`src/rtl/keccak_absorb_buffer.sv`:
```
// rtl/keccak_absorb_buffer.sv - Keccak rate-block absorb buffer with SHA3/SHAKE padding
module keccak_absorb_buffer #(
    parameter int         RATE_LANES = 17,
    parameter logic [7:0] DOMAIN     = 8'h06
) (
    input  logic                       clk,
    input  logic                       rst_n,
    input  logic [63:0]                din,
    input  logic                       din_valid,
    output logic                       din_ready,
    input  logic                       din_last,
    input  logic [3:0]                 din_bytes,
    output logic [RATE_LANES*64-1:0]   blk_data,
    output logic                       blk_valid,
    input  logic                       blk_ready,
    output logic                       blk_last
);

    localparam int            CW        = $clog2(RATE_LANES);
    localparam logic [CW-1:0] LAST_LANE = CW'(RATE_LANES - 1);

    typedef enum logic [1:0] {FILL, PAD, HOLD} state_t;

    state_t        state_q, state_d;
    logic [CW-1:0] cnt_q, cnt_d;
    logic          pad_q, pad_d;
    logic          last_q, last_d;
    logic [63:0]   lane_q [RATE_LANES];
    logic [63:0]   lane_d [RATE_LANES];

    logic          at_end;
    logic [3:0]    nbytes;
    logic [5:0]    shamt;
    logic [63:0]   keep_mask;
    logic [63:0]   dom_word;

    assign at_end    = (cnt_q == LAST_LANE);
    assign nbytes    = (din_bytes > 4'd8) ? 4'd8 : din_bytes;
    assign shamt     = {nbytes[2:0], 3'b000};
    assign keep_mask = nbytes[3] ? '1 : ((64'd1 << shamt) - 64'd1);
    assign dom_word  = {56'd0, DOMAIN};

    always_ff @(posedge clk or negedge rst_n) begin
        if (!rst_n) begin
            state_q <= FILL;
            cnt_q   <= '0;
            pad_q   <= 1'b0;
            last_q  <= 1'b0;
            lane_q  <= '{default: '0};
        end else begin
            state_q <= state_d;
            cnt_q   <= cnt_d;
            pad_q   <= pad_d;
            last_q  <= last_d;
            lane_q  <= lane_d;
        end
    end

    always_comb begin
        state_d = state_q;
        case (state_q)
            FILL:    if (din_valid && (din_last || at_end)) state_d = HOLD;
            PAD:     state_d = HOLD;
            HOLD:    if (blk_ready) state_d = pad_q ? PAD : FILL;
            default: state_d = FILL;
        endcase
    end

    // Block assembly: data lanes, domain byte and the final 0x80 bit of the rate
    always_comb begin
        lane_d = lane_q;
        cnt_d  = cnt_q;
        pad_d  = pad_q;
        last_d = last_q;
        case (state_q)
            FILL: begin
                if (din_valid) begin
                    if (!din_last) begin
                        lane_d[cnt_q] = din;
                        cnt_d         = at_end ? '0 : cnt_q + CW'(1);
                    end else begin
                        cnt_d = '0;
                        if (!nbytes[3]) begin
                            lane_d[cnt_q] = (din & keep_mask) | (dom_word << shamt);
                            lane_d[RATE_LANES-1][63:56] = lane_d[RATE_LANES-1][63:56] | 8'h80;
                            last_d = 1'b1;
                        end else if (!at_end) begin
                            lane_d[cnt_q]          = din;
                            lane_d[cnt_q + CW'(1)] = dom_word;
                            lane_d[RATE_LANES-1][63:56] = lane_d[RATE_LANES-1][63:56] | 8'h80;
                            last_d = 1'b1;
                        end else begin
                            // Full final lane: padding spills into an extra block
                            lane_d[cnt_q] = din;
                            last_d        = 1'b0;
                            pad_d         = 1'b1;
                        end
                    end
                end
            end
            PAD: begin
                lane_d[0] = dom_word;
                lane_d[RATE_LANES-1][63:56] = lane_d[RATE_LANES-1][63:56] | 8'h80;
                pad_d  = 1'b0;
                last_d = 1'b1;
            end
            HOLD: begin
                if (blk_ready) begin
                    lane_d = '{default: '0};
                    cnt_d  = '0;
                    last_d = 1'b0;
                end
            end
            default: ;
        endcase
    end

    always_comb begin
        din_ready = (state_q == FILL);
        blk_valid = (state_q == HOLD);
        blk_last  = last_q;
        blk_data  = '0;
        for (int i = 0; i < RATE_LANES; i++) begin
            blk_data[64*i +: 64] = lane_q[i];
        end
    end

endmodule

```
`config.mk`:
```
export PLATFORM = sky130hd
export DESIGN_NAME = keccak_absorb_buffer
export DESIGN_NICKNAME = d
export VERILOG_FILES = /design/src/rtl/keccak_absorb_buffer.sv
export SDC_FILE = /design/constraint.sdc
export NUM_CORES = 2
export LEC_CHECK = 0
export CORE_AREA = 4 4 452 454
export DETAILED_ROUTE_END_ITERATION = 7
export DIE_AREA = 0 0 456 458
export PLACE_DENSITY = 0.57
export REMOVE_ABC_BUFFERS = 1
export SLEW_MARGIN = 25
export SYNTH_ARGS = -nofsm -noshare
export SYNTH_HDL_FRONTEND = slang
export SYNTH_SLANG_ARGS = --single-unit
```
`constraint.sdc`:
```
create_clock -name clk -period 2.6 [get_ports clk]
set_clock_uncertainty 0.15 [all_clocks]
set_input_delay 0.52 -clock clk [delete_from_list [all_inputs] [get_ports clk]]
set_output_delay 0.52 -clock clk [all_outputs]
set_load 0.01 [all_outputs]
```
==> flow_metrics.py <==
metrics = {
    "setup_path": {
        "r2r-start": "cnt_q[0]",
        "critPathKind": "reg2reg",
        "startpoint": "cnt_q[0]",
        "crit_fanout": 34,
        "start_kind": "flip-flop",
        "arrival_ps": 3390,
        "crit_required_ps": 3100,
        "worstSetupEndpointType": "flip-flop",
    },
    "timing": {
        "setup_viol": 893,
        "min_period_ps": 2890,
        "setup_ws_ps": -286,
        "slew_headroom": 0.352,
        "slew_viol_final": 0,
        "tightest_slew_ps": 969,
        "period_share": 1.11,
        "hold_viol_final": 0,
        "grt_setup_unrepaired": "yes",
        "clock.fmax_mhz": 347,
    },
    "place": {
        "place_area_mm2": 0.0695,
        "dp_cells": 8576,
        "hpwl_um": 253000,
        "io_buffer_count": 1163,
        "gp_congestion": 0.959,
    },
    "power_and_ir_drop": {
        "pwr-share-comb": 0.442,
        "swShare": 0.400,
        "ir_drop_mv": 0.720,
        "clkPwrFrac": 0.283,
        "pwr-share-seq": 0.275,
        "p_leak_uw": 0.0350,
        "p_int_uw": 41200,
        "switchingPower_uw": 27500,
        "power_density_mw_per_mm2": 891,
    },
    "run": {
        "max-cap-violations": 0,
    },
    "logic_synthesis": {
        "async_flop_share": 1.00,
        "yosysSeqAreaShare": 0.585,
        "ys_ff_latch": 1097,
        "syn_avg_cell_area_um2": 11.0,
        "syn-cell-area_mm2": 0.0469,
        "synth_flop_cell": "dfrtp_1",
        "netlist_instances": 4250,
        "synth_edf_count": 0,
        "yosys_warnings": 0,
        "ys_types": 89,
    },
    "layout": {
        "num-nets-final": 6269,
        "fillers": 19449,
        "utilization": 0.386,
        "layout.area.seq_mm2": 0.0275,
        "multi_input_area_mm2": 0.0188,
        "drive_gt1_frac": 0.239,
        "final_cells": 8943,
        "fin_area_mm2": 0.0770,
        "syn_to_final_growth_pct": 64.2,
    },
    "grt": {
        "grt_pass1_vias": 47980,
        "grt_pass1_wl_um": 439000,
        "grt_use_total": 0.303,
        "grt_antenna_before_repair": 23,
        "grt_overflow": 0,
        "grt_max_degree": 89,
    },
    "detailed_routing": {
        "drt_iter0_drc": 5631,
        "antenna_left": 0,
        "drc": 0,
        "first_pass_iters": 6,
        "wl_per_cell_um": 37.7,
        "wirelength_um": 338000,
        "num_vias": 49315,
        "vias_per_cell": 5.51,
    },
    "die": {
        "coreArea_mm2": 0.200,
        "fp.dieArea_mm2": 0.209,
        "io_pins": 1164,
        "die_h_um": 458,
        "floorplan.initialDensity": 0.235,
        "die_w_um": 456,
        "rows": 164,
    },
    "hold_path": {
        "hold_class": "in2async",
    },
    "cts": {
        "clkLatencyLatePin_ps": 810,
        "htreeDepth": 4,
        "path_clk_slew_ps": 60,
        "cts_buffers": 132,
        "cts.sinks": 1097,
        "clockRootBuffer": "clkbuf_16",
        "cts_tree": "done",
        "clock_path_buffers": 3,
    },
    "run_status": {
        "violations": "negative setup slack",
        "status": "finished, violations left",
    },
}
## kinds of logic (layout without fill, tap and decap cells)
group	Yosys count	count (layout)	synth area share
DFF	1097	1097	0.585
buffers and inverters	436	2465	0.0400
and+or+nand+nor	886	886	0.0818
other	0	8	0
muxes	13	13	0.00291
adders and majority gates	10	10	0.00267
xor gates and xnor gates	3	3	0.000560
AOI/OAI and AO/OA	1805	1805	0.287
## cell type report
class	instances	share of cell area
clock inverter	41	0.00843
sequential	1097	0.357
multi-input combinational	2717	0.244
tap	2656	0.0432
antenna	8	0.000260
inverter	25	0.00125
clock buffer	186	0.0498
timing repair buffer	2213	0.297
## cell usage after synthesis (all sizes together), types with 15 or more instances
library cell	number	area [um^2]
dfrtp	1097	27500
a22o	543	4760
nor2	371	1410
o21ai	336	1730
nand2	334	1250
a21oi	297	1520
clkbuf	238	893
a221o	201	2010
buf	173	887
a21o	106	796
a22oi	52	395
o2bb2ai	37	324
nor3	36	216
nand3	35	175
o211ai	34	255
o22a	33	289
a211oi	28	220
inv	24	90.1
o22ai	22	138
o31ai	21	183
a32o	17	170
and3	15	93.8
nor2b	15	93.8
o221ai	15	131
## routing by layer
layer	global-route usage	share of wire	wire (um)	up-vias
met2	0.490	0.46	155000	3258
met1	0.357	0.37	124000	25407
met4	0.185	0.077	26100	8
met5	0	0.00014	48	-
li1	-	-	-	19853
met3	0.0860	0.095	32000	789
## stage by stage
stage | worst slack [ps] | setup TNS (ps) | power (uW) | hold slack (ps)
final | -286 | -87340 | 68700 | 132
after global routing | -294 | -139960 | 70200 | 134
after CTS | -304 | -140680 | 64400 | 82.0
after detailed placement | -1110 | -649850 | 43100 | 318
after global placement | -1120 | -645950 | 42900 | 307
after floorplan | -5270 | -4340760 | 25800 | 74.4
## power groups by stage
stage / clock (uW) / sequential, uW / combinational, uW
final: 19400 / 18900 / 30300
after global routing: 20300 / 19000 / 30900
after CTS: 19700 / 18800 / 25900
after detailed placement: 0 / 19100 / 24000
after global placement: 0 / 19100 / 23800
after floorplan: 0 / 19400 / 6380
## worst max-delay path, stage by stage, from the launching register on
cell	delay, ps
dfrtp_2	460
ha_4	190
or3b_4	410
buf_6	130
o21bai_4	210
and2_4	210
o41a_4	400
buf_12	200
a22o_1	290
## path summary, 6_finish.rpt
kind / endpoint / slack, ps / cells after the start
max reg2reg: blk_data[845] / -290 / 8
min: blk_data[951] / 130 / 2
min in group clk: blk_data[248] / 260 / 4
min reg2reg: blk_data[225] / 330 / 2
max: blk_data[845] / -290 / 8
max in group asynchronous: blk_data[1019] / 1260 / 3
## flip-flops by register name, indices dropped and copies added, names as in the netlist
name	count
pad_q	1
blk_data	1088
blk_last	1
state_q	2
cnt_q	5
## cell usage in the layout (no fill, tap or decap), drive strengths merged, types with 15 or more instances in the layout
cell,n
nand3,35
o211ai,34
nand2,334
a21oi,297
o22ai,22
clkbuf,205
nor2,371
o31ai,21
clkinv,29
clkdlybuf4s50,1156
o21ai,336
and3,15
nor3,36
o2bb2ai,37
a22o,543
a32o,17
o22a,33
a21o,106
nor2b,15
a211oi,28
a22oi,52
a221o,201
o221ai,15
dfrtp,1097
buf,1033
inv,27
## repair_timing
item / in CTS / in global routing
hold buffers: 1 / 0
gates cloned: 7 / 22
gates resized for setup: 111 / 213
setup endpoints to repair: 1152 / 1142
hold endpoints to repair: 414 / 0
setup buffers: 28 / 79
pin swaps: 20 / 149
(Power assumes the default switching activity.)
